===== src/rtl/microwave_pkg.sv =====
// rtl/microwave_pkg.sv - shared state encodings and default timing for the microwave controller
package microwave_pkg;

    typedef enum logic [1:0] {
        IDLE    = 2'b00,
        COOKING = 2'b01,
        PAUSED  = 2'b10,
        DONE    = 2'b11
    } state_t;

    // One timer decrement per second at a 50 MHz clock
    localparam int TICK_DIV_DEFAULT  = 50_000_000;
    localparam int DONE_SECS_DEFAULT = 3;

endpackage


===== src/rtl/tick_prescaler.sv =====
// rtl/tick_prescaler.sv - shared cook-second prescaler and end-of-cook alarm counter
module tick_prescaler #(
    parameter int TICK_DIV  = 50_000_000,
    parameter int DONE_SECS = 3,
    parameter int CW        = $clog2(TICK_DIV * DONE_SECS)
) (
    input  logic          clock,
    input  logic          clear,
    input  logic          load0,
    input  logic          hold,
    output logic          tick,
    output logic [CW-1:0] count
);

    localparam int TOTAL = TICK_DIV * DONE_SECS;

    // tick marks the last cycle of a second; the FSM reloads on it while cooking,
    // while in the alarm phase the count runs on to TOTAL-1
    assign tick = (count == CW'(TICK_DIV - 1));

    // Counter: load0 beats hold; free-running wrap only matters in the alarm phase
    always_ff @(posedge clock) begin
        if (clear) begin
            count <= '0;
        end else if (load0) begin
            count <= '0;
        end else if (!hold) begin
            if (count == CW'(TOTAL - 1)) begin
                count <= '0;
            end else begin
                count <= count + CW'(1);
            end
        end
    end

endmodule


===== src/rtl/microwave_control.sv =====
// rtl/microwave_control.sv - microwave timer control FSM driving timer, magnetron and buzzer
module microwave_control
    import microwave_pkg::*;
#(
    parameter int TICK_DIV  = TICK_DIV_DEFAULT,
    parameter int DONE_SECS = DONE_SECS_DEFAULT
) (
    input  logic       clock,
    input  logic       clear,
    input  logic       start_n,
    input  logic       stop_n,
    input  logic       door_closed,
    input  logic       timer_zero,
    output logic       timer_en,
    output logic       timer_clearn,
    output logic       mag_on,
    output logic       buzzer,
    output logic [1:0] state
);

    localparam int TOTAL = TICK_DIV * DONE_SECS;
    localparam int CW    = $clog2(TOTAL);

    state_t        cur;
    logic [1:0]    start_sync;
    logic [1:0]    stop_sync;
    logic          start_prev;
    logic          stop_prev;
    logic          press_start;
    logic          press_stop;
    logic          load0;
    logic          hold;
    logic          tick;
    logic [CW-1:0] count;
    logic          done_expired;

    assign state = cur;

    // Two-flop synchronisers plus a delayed copy for falling-edge detection;
    // everything resets to the released level so no spurious press follows reset
    always_ff @(posedge clock) begin
        if (clear) begin
            start_sync <= 2'b11;
            stop_sync  <= 2'b11;
            start_prev <= 1'b1;
            stop_prev  <= 1'b1;
        end else begin
            start_sync <= {start_sync[0], start_n};
            stop_sync  <= {stop_sync[0], stop_n};
            start_prev <= start_sync[1];
            stop_prev  <= stop_sync[1];
        end
    end

    assign press_start  = start_prev & ~start_sync[1];
    assign press_stop   = stop_prev & ~stop_sync[1];
    assign done_expired = (count == CW'(TOTAL - 1));

    // Prescaler control: the count freezes on any cycle that leaves or stays out of
    // COOKING, including the resume edge, so a resumed second finishes where it stopped
    always_comb begin
        load0 = 1'b0;
        hold  = 1'b1;
        case (cur)
            IDLE: begin
                load0 = press_start & door_closed & ~timer_zero & ~press_stop;
            end
            COOKING: begin
                if (timer_zero) begin
                    load0 = 1'b1;
                end else if (door_closed && !press_stop) begin
                    hold  = 1'b0;
                    load0 = tick;
                end
            end
            PAUSED: begin
                hold = 1'b1;
            end
            DONE: begin
                hold = 1'b0;
            end
            default: begin
                hold = 1'b1;
            end
        endcase
    end

    tick_prescaler #(
        .TICK_DIV  (TICK_DIV),
        .DONE_SECS (DONE_SECS),
        .CW        (CW)
    ) u_prescaler (
        .clock (clock),
        .clear (clear),
        .load0 (load0),
        .hold  (hold),
        .tick  (tick),
        .count (count)
    );

    // Main FSM; outputs are registered and change on the same edge as the state
    always_ff @(posedge clock) begin
        if (clear) begin
            cur          <= IDLE;
            timer_en     <= 1'b0;
            timer_clearn <= 1'b1;
            mag_on       <= 1'b0;
            buzzer       <= 1'b0;
        end else begin
            timer_en     <= 1'b0;
            timer_clearn <= 1'b1;
            case (cur)
                IDLE: begin
                    if (press_stop) begin
                        timer_clearn <= 1'b0;
                    end else if (press_start && door_closed && !timer_zero) begin
                        cur    <= COOKING;
                        mag_on <= 1'b1;
                    end
                end
                COOKING: begin
                    // A zero timer is never decremented again, so no 0 -> 5 wrap
                    if (timer_zero) begin
                        cur    <= DONE;
                        mag_on <= 1'b0;
                        buzzer <= 1'b1;
                    end else if (!door_closed || press_stop) begin
                        cur    <= PAUSED;
                        mag_on <= 1'b0;
                    end else begin
                        timer_en <= tick;
                    end
                end
                PAUSED: begin
                    if (press_stop) begin
                        cur          <= IDLE;
                        timer_clearn <= 1'b0;
                    end else if (press_start && door_closed) begin
                        cur    <= COOKING;
                        mag_on <= 1'b1;
                    end
                end
                DONE: begin
                    if (press_stop || !door_closed || done_expired) begin
                        cur    <= IDLE;
                        buzzer <= 1'b0;
                    end
                end
                default: begin
                    cur <= IDLE;
                end
            endcase
        end
    end

endmodule


===== config.mk =====
export PLATFORM = sky130hd
export DESIGN_NAME = microwave_control
export DESIGN_NICKNAME = d
export VERILOG_FILES = /design/src/rtl/microwave_pkg.sv /design/src/rtl/tick_prescaler.sv /design/src/rtl/microwave_control.sv
export SDC_FILE = /design/constraint.sdc
export NUM_CORES = 1
export LEC_CHECK = 0
export ABC_AREA = 1
export CORE_MARGIN = 4
export CORE_UTILIZATION = 56
export CTS_BUF_LIST = sky130_fd_sc_hd__clkbuf_4
export CTS_CLUSTER_DIAMETER = 50
export CTS_CLUSTER_SIZE = 24
export DETAILED_ROUTE_END_ITERATION = 10
export PLACE_DENSITY = 0.79
export SLEW_MARGIN = 20
export SYNTH_ARGS = -nofsm -noshare
export SYNTH_HDL_FRONTEND = slang
export SYNTH_SLANG_ARGS = --single-unit

===== constraint.sdc =====
create_clock -name clock -period 1.6 [get_ports clock]
set_input_delay 0.32 -clock clock [delete_from_list [all_inputs] [get_ports clock]]
set_output_delay 0.32 -clock clock [all_outputs]
set_load 0.005 [all_outputs]

# Word-level counts from Yosys, hierarchy flattened
# Index checks and enable logic that the tools add are counted.
# Widths: inputs -> output; s select.
# word_totals
wordCells	79
rom_bits	0
latchBits	0
mem_count	0
register_bits	40
ram_bits	0
in_bits	6
output_inout_bits	6
# classes
magnitude_cmp	0
n_mux	26
addsub	1
n_shift	0
bitwise	11
n_reduce_logical	18
mul	0
eq_ne	13
div	0
# op_table
cell	count
$add 28x1->28 const B	1
$eq 28x26->1 const B	1
$eq 28x28->1 const B	1
$mux 28	1
$mux 2	7
$mux 1	13
$ne 2x2->1 const B	6
$pmux 2 s4	1
$ne 3x3->1 const B	2
$not 1->1	6
$pmux 1 s2	3
$reduce_and 6->1	1
$reduce_or 2->1	3
$and 1x1->1	5
$reduce_and 5->1	1
$eq 2x2->1 const B	2
$reduce_or 4->1	1
$logic_and 1x1->1	3
$logic_not 1->1	3
$pmux 1 s3	1
$reduce_and 3->1	1
$reduce_bool 3->1	1
$eq 2x1->1 const B	1
$logic_not 2->1	1
2 further kinds	3

# Longest topological paths before layout
# depth
ltp_word	8
depth_mapped	11
depth_no_buf	10

# Cells and area by module
# Synthesis repeated with hierarchy kept, for this count alone.
# hier_totals
hier_cells	376
hier_area_um2	2412.3
# modules_own_cells
mod	instances	area_per_inst_um2	seq_area_each_um2	cells_each
tick_prescaler	1	1745.4	560.5	271
microwave_control	1	666.9	240.2	105

# Worst setup path after synthesis
# Ideal clock, no wire load.
# synth_path
path_type	register to register
from	register u_prescaler.count[0]
to	register u_prescaler.count[14]
arrival_time_ps	1409
setup_ps	116
t_required_ps	1484
setup_slack_ps	76
stages_incl_launch_ff	11
synth_period_minus_slack_ps	1524
n_path_buf	0
path_cell_list	dfxtp_1 ha_1 inv_2 nor2_8 nand2_1 nor2_1 nand3_1 nand2_4 inv_2 nand2_4 nor2_1
# synth_via
elab_chain_len	5
word_cells_on_any_way	8
classes_between	1 x add/sub; 2 x eq/ne; 4 x mux; 1 x reduce/logical
# synth_rtl
element	line_no	rtl
from (decl)	tick_prescaler.sv:12	output logic [CW-1:0] count
from (signal assigned)	tick_prescaler.sv:31	count <= count + CW'(1);
branches (longest 5 deep; another with $add 28x1->28)	--	
# Several ways; the timed one is not identified.
# A chain may end at the register's enable or synchronous reset.

# Final worst setup path
# layout_path
from	register cur[0], in the netlist state[0]
to	output state[0]
# layout_rtl
element	line_no	rtl
from (decl)	microwave_control.sv:24	state_t cur;
from (signal assigned)	microwave_control.sv:104	cur <= IDLE;
from (signal assigned)	microwave_control.sv:117	cur <= COOKING;
from (signal assigned)	microwave_control.sv:124	cur <= DONE;
to (decl)	microwave_control.sv:18	output logic [1:0] state
# No word-level cell between the ends.

==> flow_summary_export.csv <==
group,metric,value,unit
status,status,"finished, final reports clean",
logic_synthesis,synth_seq_cells,40,
grt,number_of_global_route_vias_before_repair,2322,
sta,fin_skew,0.00996,ns
worst_hold_path,whs_path_depth,1,
worst_hold_path,hold_class,"reg -> reg",
grt,global_route_wire_length_before_repair,10.1,mm
logic_synthesis,number_of_standard_cells_after_synthesis,367,
worst_setup_path,critPathArrivalTime,1.25,ns
sta,relSlewSlack,0.800,
clock_network,number_of_cts_inserted_buffers,5,
clock_network,worst_setup_hold_path_clk_slew,0.11,ns
sta,fmaxAchievable,639,MHz
worst_setup_path,critical_path_depth,1,
floorplan,floorplan.core_area,4060,sq um
logic_synthesis,synth.lib_cells_used.distinct,29,
clock_network,clock_tree.root_cell,"clkbuf_4",
clock_network,clock_tree_from_tritoncts,"done",
floorplan,start_util,0.584,
sta,timing.final.crit_period,1.57,ns
logic_synthesis,syn-cell-area,2370,sq um
placement,placedInstanceArea,2720,sq um
layout,final_cell_area,2940,sq um
layout,multi_input_comb_area,1440,sq um
placement,finalWeightedCongestion,0.940,
layout,layout.filler_cells,321,
sta,timing.final.hold_violations,0,
grt,pin_count_of_the_biggest_net_entering_global_routing,12,
layout,areaGrowthSynthToFinish,24.0,%
power_and_ir_drop,pwr_density_cell,792,nW/um^2
worst_setup_path,crit_slowest_cell,"clkdlybuf4s50_1",
placement,io_buffers,11,
worst_setup_path,timing.critical_path.buf_inv,1,
layout,seq_area,820,sq um
logic_synthesis,post_synthesis_net_count,374,
clock_network,cts_htree_levels,2,
floorplan,fp.dieArea,5340,sq um
grt,grt_util_all_layers,0.237,
worst_setup_path,criticalPathCategory,"reg -> out",
grt,groute.layer.met1.usage,0.317,
clock_network,max_clock_buf_depth,2,
floorplan,fp.dieW,73.1,um
power_and_ir_drop,power.static_leakage,1.23,nW
worst_setup_path,worst_path_largest_cell_delay,0.50,ns
clock_network,postCtsHoldBufs,0,
detailed_routing,ant_nets,0,
detailed_routing,drc,0,
detailed_routing,via_per_inst,5.66,
sta,final_min_period_over_clock_period,0.979,
placement,place.detailed.hpwl,4.51,mm
sta,max_slew.worst_pin.slew,0.299,ns
grt,global_route.usage.met2,0.384,
worst_setup_path,worstPathCellList,"clkdlybuf4s50_1",
grt,globalRouteMet3Util,0.0413,
sta,setup-violations-final,0,
grt,grt_antenna_before_repair,0,
worst_setup_path,timing.critical_path.max_delay_family,"buffers and inverters",
grt,grt_most_used_layer,"met2",
clock_network,clock_insertion_delay_worst_skew,0.35,ns
logic_synthesis,average_instance_area_after_synthesis,6.46,sq um
grt,gr-total-overflow,0,
detailed_routing,wirelength,6.52,mm
power_and_ir_drop,highest_ir_drop_seen_on_vdd,572,uV
floorplan,ioPinCount,12,
flow_run,max_cap_violations,0,
detailed_routing,post_drt_wl_per_cell,14.0,um
power_and_ir_drop,power.total,2.33,mW
layout,final_layout_size_suffix_gt1_frac,0.235,
layout,layout.nets,423,
floorplan,std_cell_rows,23,
worst_setup_path,worstPathRequired,1.28,ns
detailed_routing,via_count,2642,
sta,timing.hold.ws,0.421,ns
layout,post-route-util,0.724,
detailed_routing,drt_first_pass_iters,5,
worst_setup_path,worst_setup_path_start_kind,"flop",
sta,final_max_slew_viol_count,0,
clock_network,cts.sink_count,40,
layout,antenna_cells,0,
worst_setup_path,critical_path.endpoint_type,"output pin",
logic_synthesis,seq_area_frac_synth,0.338,
worst_setup_path,worst_path_max_fanout,8,
logic_synthesis,yosys_warnings,0,
worst_setup_path,reg2reg_depth,8,
floorplan,die_h,73.1,um
detailed_routing,detail_route.iter0.violations,360,
[synthesized netlist by cell type]
library cell	instances	share of area
nand2_1	96	0.15
nor2_1	50	0.079
inv_1	45	0.071
dfxtp_1	40	0.34
nand3_1	32	0.068
nand4_1	18	0.048
nor3_1	15	0.032
a21oi_1	13	0.027
nor2_2	9	0.024
or2_2	6	0.016
nand2_2	5	0.013
o21ai_0	5	0.011
xor2_1	5	0.018
inv_2	4	0.0063
buf_4	3	0.0095
nand2_4	3	0.014
nand3b_1	3	0.0095
o21bai_1	3	0.0095
nor2_4	2	0.0095
and3_1	1	0.0026
buf_6	1	0.0048
ha_1	1	0.0053
nand3_2	1	0.0042
nor2_8	1	0.0084
nor3b_1	1	0.0032
nor3b_4	1	0.0079
nor4_1	1	0.0026
o21ai_1	1	0.0021
xnor2_1	1	0.0037
[metal layers]
layer | wire length (um) | vias up
met2 | 3090 | 134
met5 | 0 | -
met4 | 116 | 0
li1 | - | 1274
met1 | 2780 | 1217
met3 | 527 | 17
[area by class of cell]
cell class	instances	area share
well taps	50	0.0213
clock buffers	7	0.0179
repair buffers	45	0.128
flip-flops and latches	40	0.279
clock inverters	1	0.00128
inverters	49	0.0643
multi-input cells	275	0.488
[stage by stage]
stage	setup TNS, ns	cells	setup slack [ns]
finish	0	467	0.0344
global route	-0.695	467	-0.0443
CTS	0	461	0.00617
detailed placement	-7.26	452	-0.336
global placement	-5.76	452	-0.263
floorplan	0	367	0.0756
[layout by cell type, fill, tap and decap left out, types with 2 or more instances in the layout]
master and count:
nand2_1 90, dfxtp_1 29, or2_2 6, nand4_1 18, inv_2 3, nor3_1 14
dfxtp_4 2, nand2_8 2, nor2_1 47, nor2_2 10, buf_6 3, nand2_4 4
o21ai_0 3, nand3_1 31, o21bai_1 3, nand3b_1 3, o21ai_1 3, dfxtp_2 9
inv_1 44, a21oi_1 13, clkdlybuf4s50_1 11, buf_4 31, inv_4 2, xor2_1 5
clkbuf_4 7, nand3_2 2, nor2_4 4, nand2_2 9
[logic make-up after synthesis]
family          after synthesis  synth area share
fa+ha+maj                     1           0.00528
flops                        40             0.338
compound gates               22            0.0496
simple gates                245             0.493
buf+inv                      53            0.0919
xor+xnor                      6            0.0222
[timing repair]
| action | CTS | global route |
|---|---|---|
| gates cloned | 0 | 1 |
| pin swaps | 1 | 5 |
| setup buffers | 1 | 5 |
| hold endpoints to repair | 0 | 0 |
| gates resized for setup | 4 | 35 |
| endpoints found under the setup margin | 14 | 33 |
[sequential cells by signal (all words and copies together) (netlist names)]
signal             count
u_prescaler.count     28
start_sync             2
state                  2
stop_sync              2
buzzer                 1
mag_on                 1
start_prev             1
stop_prev              1
timer_clearn           1
timer_en               1
[worst paths after layout]
path,start,to,slack [ns]
max,state[0]$_SDFFE_PP0P_,state[0],0.03
min reg2reg,start_sync[0]$_SDFF_PP1_,start_sync[1]$_SDFF_PP1_,0.42
max reg2reg,u_prescaler.count[2]$_SDFFE_PP0N_,u_prescaler.count[18]$_SDFFE_PP0N_,0.08
min,start_sync[0]$_SDFF_PP1_,start_sync[1]$_SDFF_PP1_,0.42
[worst reg2reg max path: stages (launching register included)]
cell and delay (ns):
dfxtp_1 0.40, nand2_2 0.12, nor2_1 0.18, nand3_1 0.11
nor2_2 0.14, nand3_1 0.19, o21ai_1 0.19, nand2_1 0.06
nor2_1 0.07
[where the power goes]
group          internal, mW  switching, mW
Combinational         0.330          0.360
Sequential             1.06         0.0528
Clock                 0.203          0.320
Note: power is estimated with default switching activity, not from simulation.
